## config.mk

```make
export PLATFORM = sky130hd
export DESIGN_NAME = jtframe_prog_packer_flat
export DESIGN_NICKNAME = d
export VERILOG_FILES = /design/src/rtl/jtframe_prog_packer_if.sv /design/src/rtl/jtframe_prog_packer.sv /design/src/flat_wrapper.sv
export SDC_FILE = /design/constraint.sdc
export NUM_CORES = 1
export LEC_CHECK = 0
export BUFFER_PORTS_ARGS = -buffer_cell sky130_fd_sc_hd__buf_2
export CORE_MARGIN = 4
export CORE_UTILIZATION = 61
export DETAILED_ROUTE_END_ITERATION = 6
export PLACE_DENSITY = 0.84
export SYNTH_ARGS = -nofsm -noshare
export SYNTH_HDL_FRONTEND = slang
export SYNTH_SLANG_ARGS = --single-unit
export TNS_END_PERCENT = 50
```

## constraint.sdc

```tcl
create_clock -name clk -period 7.1 [get_ports clk]
set_input_delay 0.355 -clock clk [delete_from_list [all_inputs] [get_ports clk]]
set_output_delay 0.355 -clock clk [all_outputs]
set_load 0.01 [all_outputs]
```

## src/rtl/jtframe_prog_packer_if.sv

```systemverilog
// rtl/jtframe_prog_packer_if.sv - SDRAM programming bus between the download packer and the SDRAM controller
interface jtframe_prog_packer_if #(
    parameter int SDRAMW = 22
) ();
    logic [SDRAMW-1:0] prog_addr;
    logic [15:0]       prog_data;
    logic [1:0]        prog_mask;
    logic              prog_we;
    logic              prog_rdy;

    modport master (
        output prog_addr,
        output prog_data,
        output prog_mask,
        output prog_we,
        input  prog_rdy
    );

    modport slave (
        input  prog_addr,
        input  prog_data,
        input  prog_mask,
        input  prog_we,
        output prog_rdy
    );
endinterface

```

## src/rtl/jtframe_prog_packer.sv

```systemverilog
// rtl/jtframe_prog_packer.sv - buffers ioctl download bytes into SDRAM byte writes and routes PROM bytes aside
module jtframe_prog_packer #(
    parameter int          SDRAMW     = 22,
    parameter logic [24:0] PROM_START = 25'h1FF_FFFF,
    parameter bit          SWAB       = 1'b0
) (
    input  logic                 clk,
    input  logic                 rst,
    input  logic                 downloading,
    input  logic [24:0]          ioctl_addr,
    input  logic [7:0]           ioctl_dout,
    input  logic                 ioctl_wr,
    jtframe_prog_packer_if.master prog,
    output logic                 prom_we,
    output logic [9:0]           prom_addr,
    output logic [7:0]           prom_data,
    output logic                 dwnld_busy,
    output logic                 ovf
);

    typedef enum logic {
        IDLE  = 1'b0,
        ISSUE = 1'b1
    } state_t;

    state_t state, state_nxt;

    logic [SDRAMW-1:0] fifo_addr [4];
    logic [7:0]        fifo_data [4];
    logic              fifo_lane [4];

    logic [1:0] wr_ptr;
    logic [1:0] rd_ptr;
    logic [2:0] count;

    logic       below_prom;
    logic       sdram_byte;
    logic       prom_byte;
    logic       full;
    logic       empty;
    logic       push;
    logic       pop;
    logic       drop;
    logic       load;
    logic       downloading_l;
    logic [9:0] prom_off;

    assign below_prom = ioctl_addr < PROM_START;
    assign sdram_byte = downloading & ioctl_wr & below_prom;
    assign prom_byte  = downloading & ioctl_wr & ~below_prom;
    assign full       = (count == 3'd4);
    assign empty      = (count == 3'd0);
    // Only the low 10 bits of the offset matter, so subtract in 10 bits
    assign prom_off   = ioctl_addr[9:0] - PROM_START[9:0];

    // A full FIFO still accepts a byte when its head leaves in the same cycle
    assign push = sdram_byte & (~full | pop);
    assign drop = sdram_byte & full & ~pop;

    always_ff @(posedge clk) begin
        if (rst) begin
            state <= IDLE;
        end else begin
            state <= state_nxt;
        end
    end

    always_comb begin
        state_nxt = state;
        load      = 1'b0;
        pop       = 1'b0;
        case (state)
            IDLE: begin
                if (!empty) begin
                    state_nxt = ISSUE;
                    load      = 1'b1;
                end
            end
            ISSUE: begin
                if (prog.prog_rdy) begin
                    state_nxt = IDLE;
                    pop       = 1'b1;
                end
            end
            default: state_nxt = IDLE;
        endcase
    end

    assign prog.prog_we = (state == ISSUE);

    always_ff @(posedge clk) begin
        if (push) begin
            fifo_addr[wr_ptr] <= ioctl_addr[SDRAMW:1];
            fifo_data[wr_ptr] <= ioctl_dout;
            fifo_lane[wr_ptr] <= ioctl_addr[0] ^ SWAB;
        end
    end

    always_ff @(posedge clk) begin
        if (rst) begin
            wr_ptr <= 2'd0;
            rd_ptr <= 2'd0;
            count  <= 3'd0;
        end else begin
            if (push) begin
                wr_ptr <= wr_ptr + 2'd1;
            end
            if (pop) begin
                rd_ptr <= rd_ptr + 2'd1;
            end
            case ({push, pop})
                2'b10:   count <= count + 3'd1;
                2'b01:   count <= count - 3'd1;
                default: count <= count;
            endcase
        end
    end

    // Bus fields are captured on entry to ISSUE so they hold until prog_rdy
    always_ff @(posedge clk) begin
        if (rst) begin
            prog.prog_addr <= '0;
            prog.prog_data <= 16'd0;
            prog.prog_mask <= 2'b11;
        end else if (load) begin
            prog.prog_addr <= fifo_addr[rd_ptr];
            prog.prog_data <= {fifo_data[rd_ptr], fifo_data[rd_ptr]};
            prog.prog_mask <= {~fifo_lane[rd_ptr], fifo_lane[rd_ptr]};
        end
    end

    always_ff @(posedge clk) begin
        if (rst) begin
            prom_we   <= 1'b0;
            prom_addr <= 10'd0;
            prom_data <= 8'd0;
        end else begin
            prom_we <= prom_byte;
            if (prom_byte) begin
                prom_addr <= prom_off;
                prom_data <= ioctl_dout;
            end
        end
    end

    // A drop in the same cycle as a new download window keeps the flag set
    always_ff @(posedge clk) begin
        if (rst) begin
            ovf           <= 1'b0;
            downloading_l <= 1'b0;
        end else begin
            downloading_l <= downloading;
            if (drop) begin
                ovf <= 1'b1;
            end else if (downloading && !downloading_l) begin
                ovf <= 1'b0;
            end
        end
    end

    assign dwnld_busy = ~rst & (downloading | ~empty | prog.prog_we);

endmodule

```

## src/flat_wrapper.sv

```systemverilog
// flat-port wrapper written by rule: the top's interface ports become plain ports
module jtframe_prog_packer_flat 
#(
    parameter int          SDRAMW     = 22,
    parameter logic [24:0] PROM_START = 25'h1FF_FFFF,
    parameter bit          SWAB       = 1'b0
)
  (clk, rst, downloading, ioctl_addr, ioctl_dout, ioctl_wr, prom_we, prom_addr, prom_data, dwnld_busy, ovf, prog_prog_addr, prog_prog_data, prog_prog_mask, prog_prog_we, prog_prog_rdy);
  jtframe_prog_packer_if #(.SDRAMW(SDRAMW)) prog_i ();
  input  logic clk;
  input  logic rst;
  input  logic downloading;
  input  logic [24:0] ioctl_addr;
  input  logic [7:0] ioctl_dout;
  input  logic ioctl_wr;
  output logic prom_we;
  output logic [9:0] prom_addr;
  output logic [7:0] prom_data;
  output logic dwnld_busy;
  output logic ovf;
  output wire logic [$bits(prog_i.prog_addr)-1:0] prog_prog_addr;
  output wire logic [$bits(prog_i.prog_data)-1:0] prog_prog_data;
  output wire logic [$bits(prog_i.prog_mask)-1:0] prog_prog_mask;
  output wire logic [$bits(prog_i.prog_we)-1:0] prog_prog_we;
  input wire logic [$bits(prog_i.prog_rdy)-1:0] prog_prog_rdy;
  assign prog_prog_addr = prog_i.prog_addr;
  assign prog_prog_data = prog_i.prog_data;
  assign prog_prog_mask = prog_i.prog_mask;
  assign prog_prog_we = prog_i.prog_we;
  assign prog_i.prog_rdy = prog_prog_rdy;
  jtframe_prog_packer #(.SDRAMW(SDRAMW), .PROM_START(PROM_START), .SWAB(SWAB)) u_core (.clk(clk), .rst(rst), .downloading(downloading), .ioctl_addr(ioctl_addr), .ioctl_dout(ioctl_dout), .ioctl_wr(ioctl_wr), .prog(prog_i), .prom_we(prom_we), .prom_addr(prom_addr), .prom_data(prom_data), .dwnld_busy(dwnld_busy), .ovf(ovf));
endmodule
```

==> parameters.txt <==
Parameter                              Value

Run status
  Result of the run    completed

Route
  Wire length per cell    between 20 and 25 um
  Aggregate routed wire length    around 14 mm
  DRC errors left    0
  Via count    slightly above 4,000
  Iteration-0 DRC Markers    381
  Detailed-routing iteration count for the pre-antenna-repair pass    5
  Antenna-violating nets left    0
  Detail-routed via count per cell    5.92

Cells and area
  Area taken by flip-flops and latches    between 0.004 and 0.005 mm^2
  Post-route design area    between 0.008 and 0.009 mm^2
  Fin nets    593
  ANT cells    0
  Area growth, synth to finish    16.8%
  Utilization of the core after routing    about three quarters
  Area occupied by multi-input gates    roughly 0.0018 mm^2
  Layout Cells excl Fill    between 700 and 800
  Share of final-layout standard cells stronger than drive strength 1    31.4%
  Number of inserted filler cells in the final layout    about 650

Synthesis
  Synth Register Bits    187
  Post-synth cell types    35
  Fraction of registers with async set/reset    0%
  Per-instance average area after synthesis    roughly 15 um^2
  Synth top area cells    sky130_fd_sc_hd__edfxtp_1 (53%), sky130_fd_sc_hd__dfxtp_1 (18%), sky130_fd_sc_hd__mux4_2 (10%)
  Main flop type after synthesis    sky130_fd_sc_hd__edfxtp_1
  Dominant cell by count in the synthesized netlist    sky130_fd_sc_hd__edfxtp_1
  Total standard cell area after synthesis    about 0.007 mm^2
  Post-synthesis instance total    about 460
  Number of flops mapped to enable cells by yosys    around 120
  Top-area cell type share of the netlist area    a little over half
  Most area-hungry cell type in the Yosys netlist    sky130_fd_sc_hd__edfxtp_1
  Syn nets    503
  Post-synth top cells    sky130_fd_sc_hd__edfxtp_1 (124), sky130_fd_sc_hd__nand2_1 (69), sky130_fd_sc_hd__dfxtp_1 (63), sky130_fd_sc_hd__a21oi_1 (43), sky130_fd_sc_hd__mux4_2 (31)
  Ys Warns    0
  Seq/Total Area, Yosys    71.4%

STA
  Worst relative slew slack    roughly 15%
  Post-layout min period    around 3000 ps
  Number of pins exceeding their max-slew limit in the final report    0
  Final Skew    8.82 ps
  Final hold violations    0
  Smallest hold slack    158 ps
  Max Freq    approximately 0.33 GHz
  Number of endpoints failing setup at the final stage    0
  Worst setup margin    just over 4000 ps
  Setup repair after global routing missed its margin    false
  Setup_tns    0 ps
  Post-route fraction of the period consumed by the critical path    a little over two fifths
  Slew of the pin with the lowest slew margin    between 1000 and 1500 ps

Pwr
  Switching Fraction    approximately a quarter
  Post-layout total power    approximately 2.6 mW
  Clock network power share    between 30% and 40%
  Net switching power of the design    0.693 mW
  Highest ir drop seen on vdd    246 uV
  Total power density per cell area    325 mW/mm^2
  Fraction of power consumed by combinational cells    roughly 14%
  Leakage power of the design    2.93 nW
  Power share of the sequential group    between 40% and 50%
  Int Power    approximately 2 mW

Clock tree
  Post-cts gate resize count    0
  Register clock-pin slew on the reported worst setup and hold paths    around 70 ps
  TritonCTS Buffers    17
  Count of H-tree levels built during CTS    4
  Clock Path Buffers    2
  Clock network latency to the later pin of the worst-skew pair    between 400 and 500 ps
  Cell at the root of the clock tree    sky130_fd_sc_hd__clkbuf_16
  Number of hold-repair buffers added at the cts stage    0
  TritonCTS clock tree    yes
  TritonCTS sink count    187
  Buffer count from post-CTS setup fixing    0

Worst setup path
  Setup CP Type    in -> reg
  Cell count of the worst reg-to-reg path    5
  Type of origin of the critical path    input pin
  Required arrival time at the worst endpoint    7450 ps
  Worst Path Arrival    around 3400 ps
  Nature of the critical path endpoint    flop
  Crit path max fanout    11

GRT
  Pin count of the biggest net entering global routing    60
  First-pass GRT wire length    22.7 mm
  Antenna violations before repair    0
  Global route overflow    0
  Number of global-route vias before repair    roughly 4,300
  GRT Resource Usage Total    23.3%

Worst hold path
  Hold Path Depth    1
  Worst min path class    in -> reg

Floorplan
  Placeable core region    around 0.011 mm^2
  Initial core utilization    a little over three fifths
  Die footprint    approximately 0.013 mm^2
  Die Y    between 100 and 150 um
  Number of placement rows    38
  Horiz. Die Dim    approximately 110 um
  Top-level port count    100

Placed design
  Worst slack after detailed placement    between 3000 and 4000 ps
  Placed cell count    between 600 and 700
  Final estimated routing congestion in global placement    a little under 0.8
  Area post-placement    0.00753 mm^2
  Buffers added on ports    99
  DP Wirelength    9.31 mm

Job
  Count of maximum capacitance violations    0
layer usage:
layer,up-vias,part of all wire (%),global-route usage [%]
met2,183,53,40.0
met4,0,1.0,7.04
met3,16,6.9,6.21
met5,-,0,0
li1,1891,-,-
met1,2060,39,29.2
layout make-up:
type / instances / share of cell area (%)
clock buffer: 18 / 5.39
clock inverter: 14 / 2.26
inverter: 10 / 0.460
multi-input combinational: 226 / 21.9
sequential: 187 / 61.1
tap: 140 / 2.15
timing repair buffer: 106 / 6.72
power by group through the flow:
stage                     clock, mW  combinational (mW)  sequential [mW]
after floorplan                   0               0.242             1.31
after global placement            0               0.373             1.30
after detailed placement          0               0.384             1.31
after CTS                     0.991               0.388             1.28
after global routing           1.04               0.429             1.29
final                         0.982               0.385             1.28
flip-flops by register name, indices dropped and copies added, names as in the netlist, named ones only:
register	cells
u_core.ovf	1
u_core.prog.prog_we	1
u_core.downloading_l	1
u_core.prog.prog_addr	22
u_core.prom_data	8
u_core.fifo_data	32
u_core.fifo_lane	4
u_core.count	3
u_core.prog.prog_data	8
u_core.fifo_addr	88
u_core.rd_ptr	2
u_core.prom_addr	10
u_core.prog.prog_mask	2
u_core.wr_ptr	2
u_core.prom_we	1
placed cells by master (no fill, tap or decap), types with 2 or more instances in the layout:
| master | count |
|---|---|
| sky130_fd_sc_hd__inv_1 | 10 |
| sky130_fd_sc_hd__nand2_1 | 69 |
| sky130_fd_sc_hd__mux4_2 | 31 |
| sky130_fd_sc_hd__ha_1 | 6 |
| sky130_fd_sc_hd__nand4_1 | 15 |
| sky130_fd_sc_hd__edfxtp_1 | 124 |
| sky130_fd_sc_hd__bufinv_16 | 3 |
| sky130_fd_sc_hd__nor4_1 | 2 |
| sky130_fd_sc_hd__nor2_1 | 10 |
| sky130_fd_sc_hd__o31ai_1 | 9 |
| sky130_fd_sc_hd__inv_6 | 3 |
| sky130_fd_sc_hd__or3_1 | 2 |
| sky130_fd_sc_hd__a21oi_1 | 43 |
| sky130_fd_sc_hd__clkinv_4 | 5 |
| sky130_fd_sc_hd__nor3_1 | 3 |
| sky130_fd_sc_hd__xor2_1 | 3 |
| sky130_fd_sc_hd__buf_2 | 99 |
| sky130_fd_sc_hd__nor3b_1 | 5 |
| sky130_fd_sc_hd__o21ai_0 | 7 |
| sky130_fd_sc_hd__and2_1 | 6 |
| sky130_fd_sc_hd__clkbuf_16 | 17 |
| sky130_fd_sc_hd__buf_4 | 7 |
| sky130_fd_sc_hd__dfxtp_1 | 63 |
path summary, 6_finish.rpt:
check,from,endpoint,slack (ps)
setup / recovery,ioctl_addr[13],u_core.count[2]$_SDFFE_PP0P_,4060
hold / removal,ioctl_addr[15],u_core.fifo_addr[3][14]$_DFFE_PP_,160
setup reg to reg,u_core.prog.prog_we$_SDFF_PP0_,u_core.fifo_addr[2][18]$_DFFE_PP_,4470
hold reg to reg,u_core.prog.prog_addr[3]$_SDFFE_PP0P_,u_core.prog.prog_addr[3]$_SDFFE_PP0P_,450
worst max-delay path, stage by stage:
cell	delay, ps
sky130_fd_sc_hd__buf_2	130
sky130_fd_sc_hd__nand4_1	170
sky130_fd_sc_hd__nor3_1	1040
sky130_fd_sc_hd__a211oi_2	310
sky130_fd_sc_hd__inv_1	120
sky130_fd_sc_hd__ha_1	180
sky130_fd_sc_hd__inv_1	60
sky130_fd_sc_hd__fa_1	380
sky130_fd_sc_hd__xor2_1	180
sky130_fd_sc_hd__or3_1	300
sky130_fd_sc_hd__a21oi_1	160
cell families after synthesis:
family | synth area share (%)
fa+ha+maj | 1.36
xor+xnor | 0.502
flops | 71.4
mux | 10.3
simple gates | 8.16
compound gates | 5.11
buf+inv | 3.14
Power figures use the tool's default switching activity.
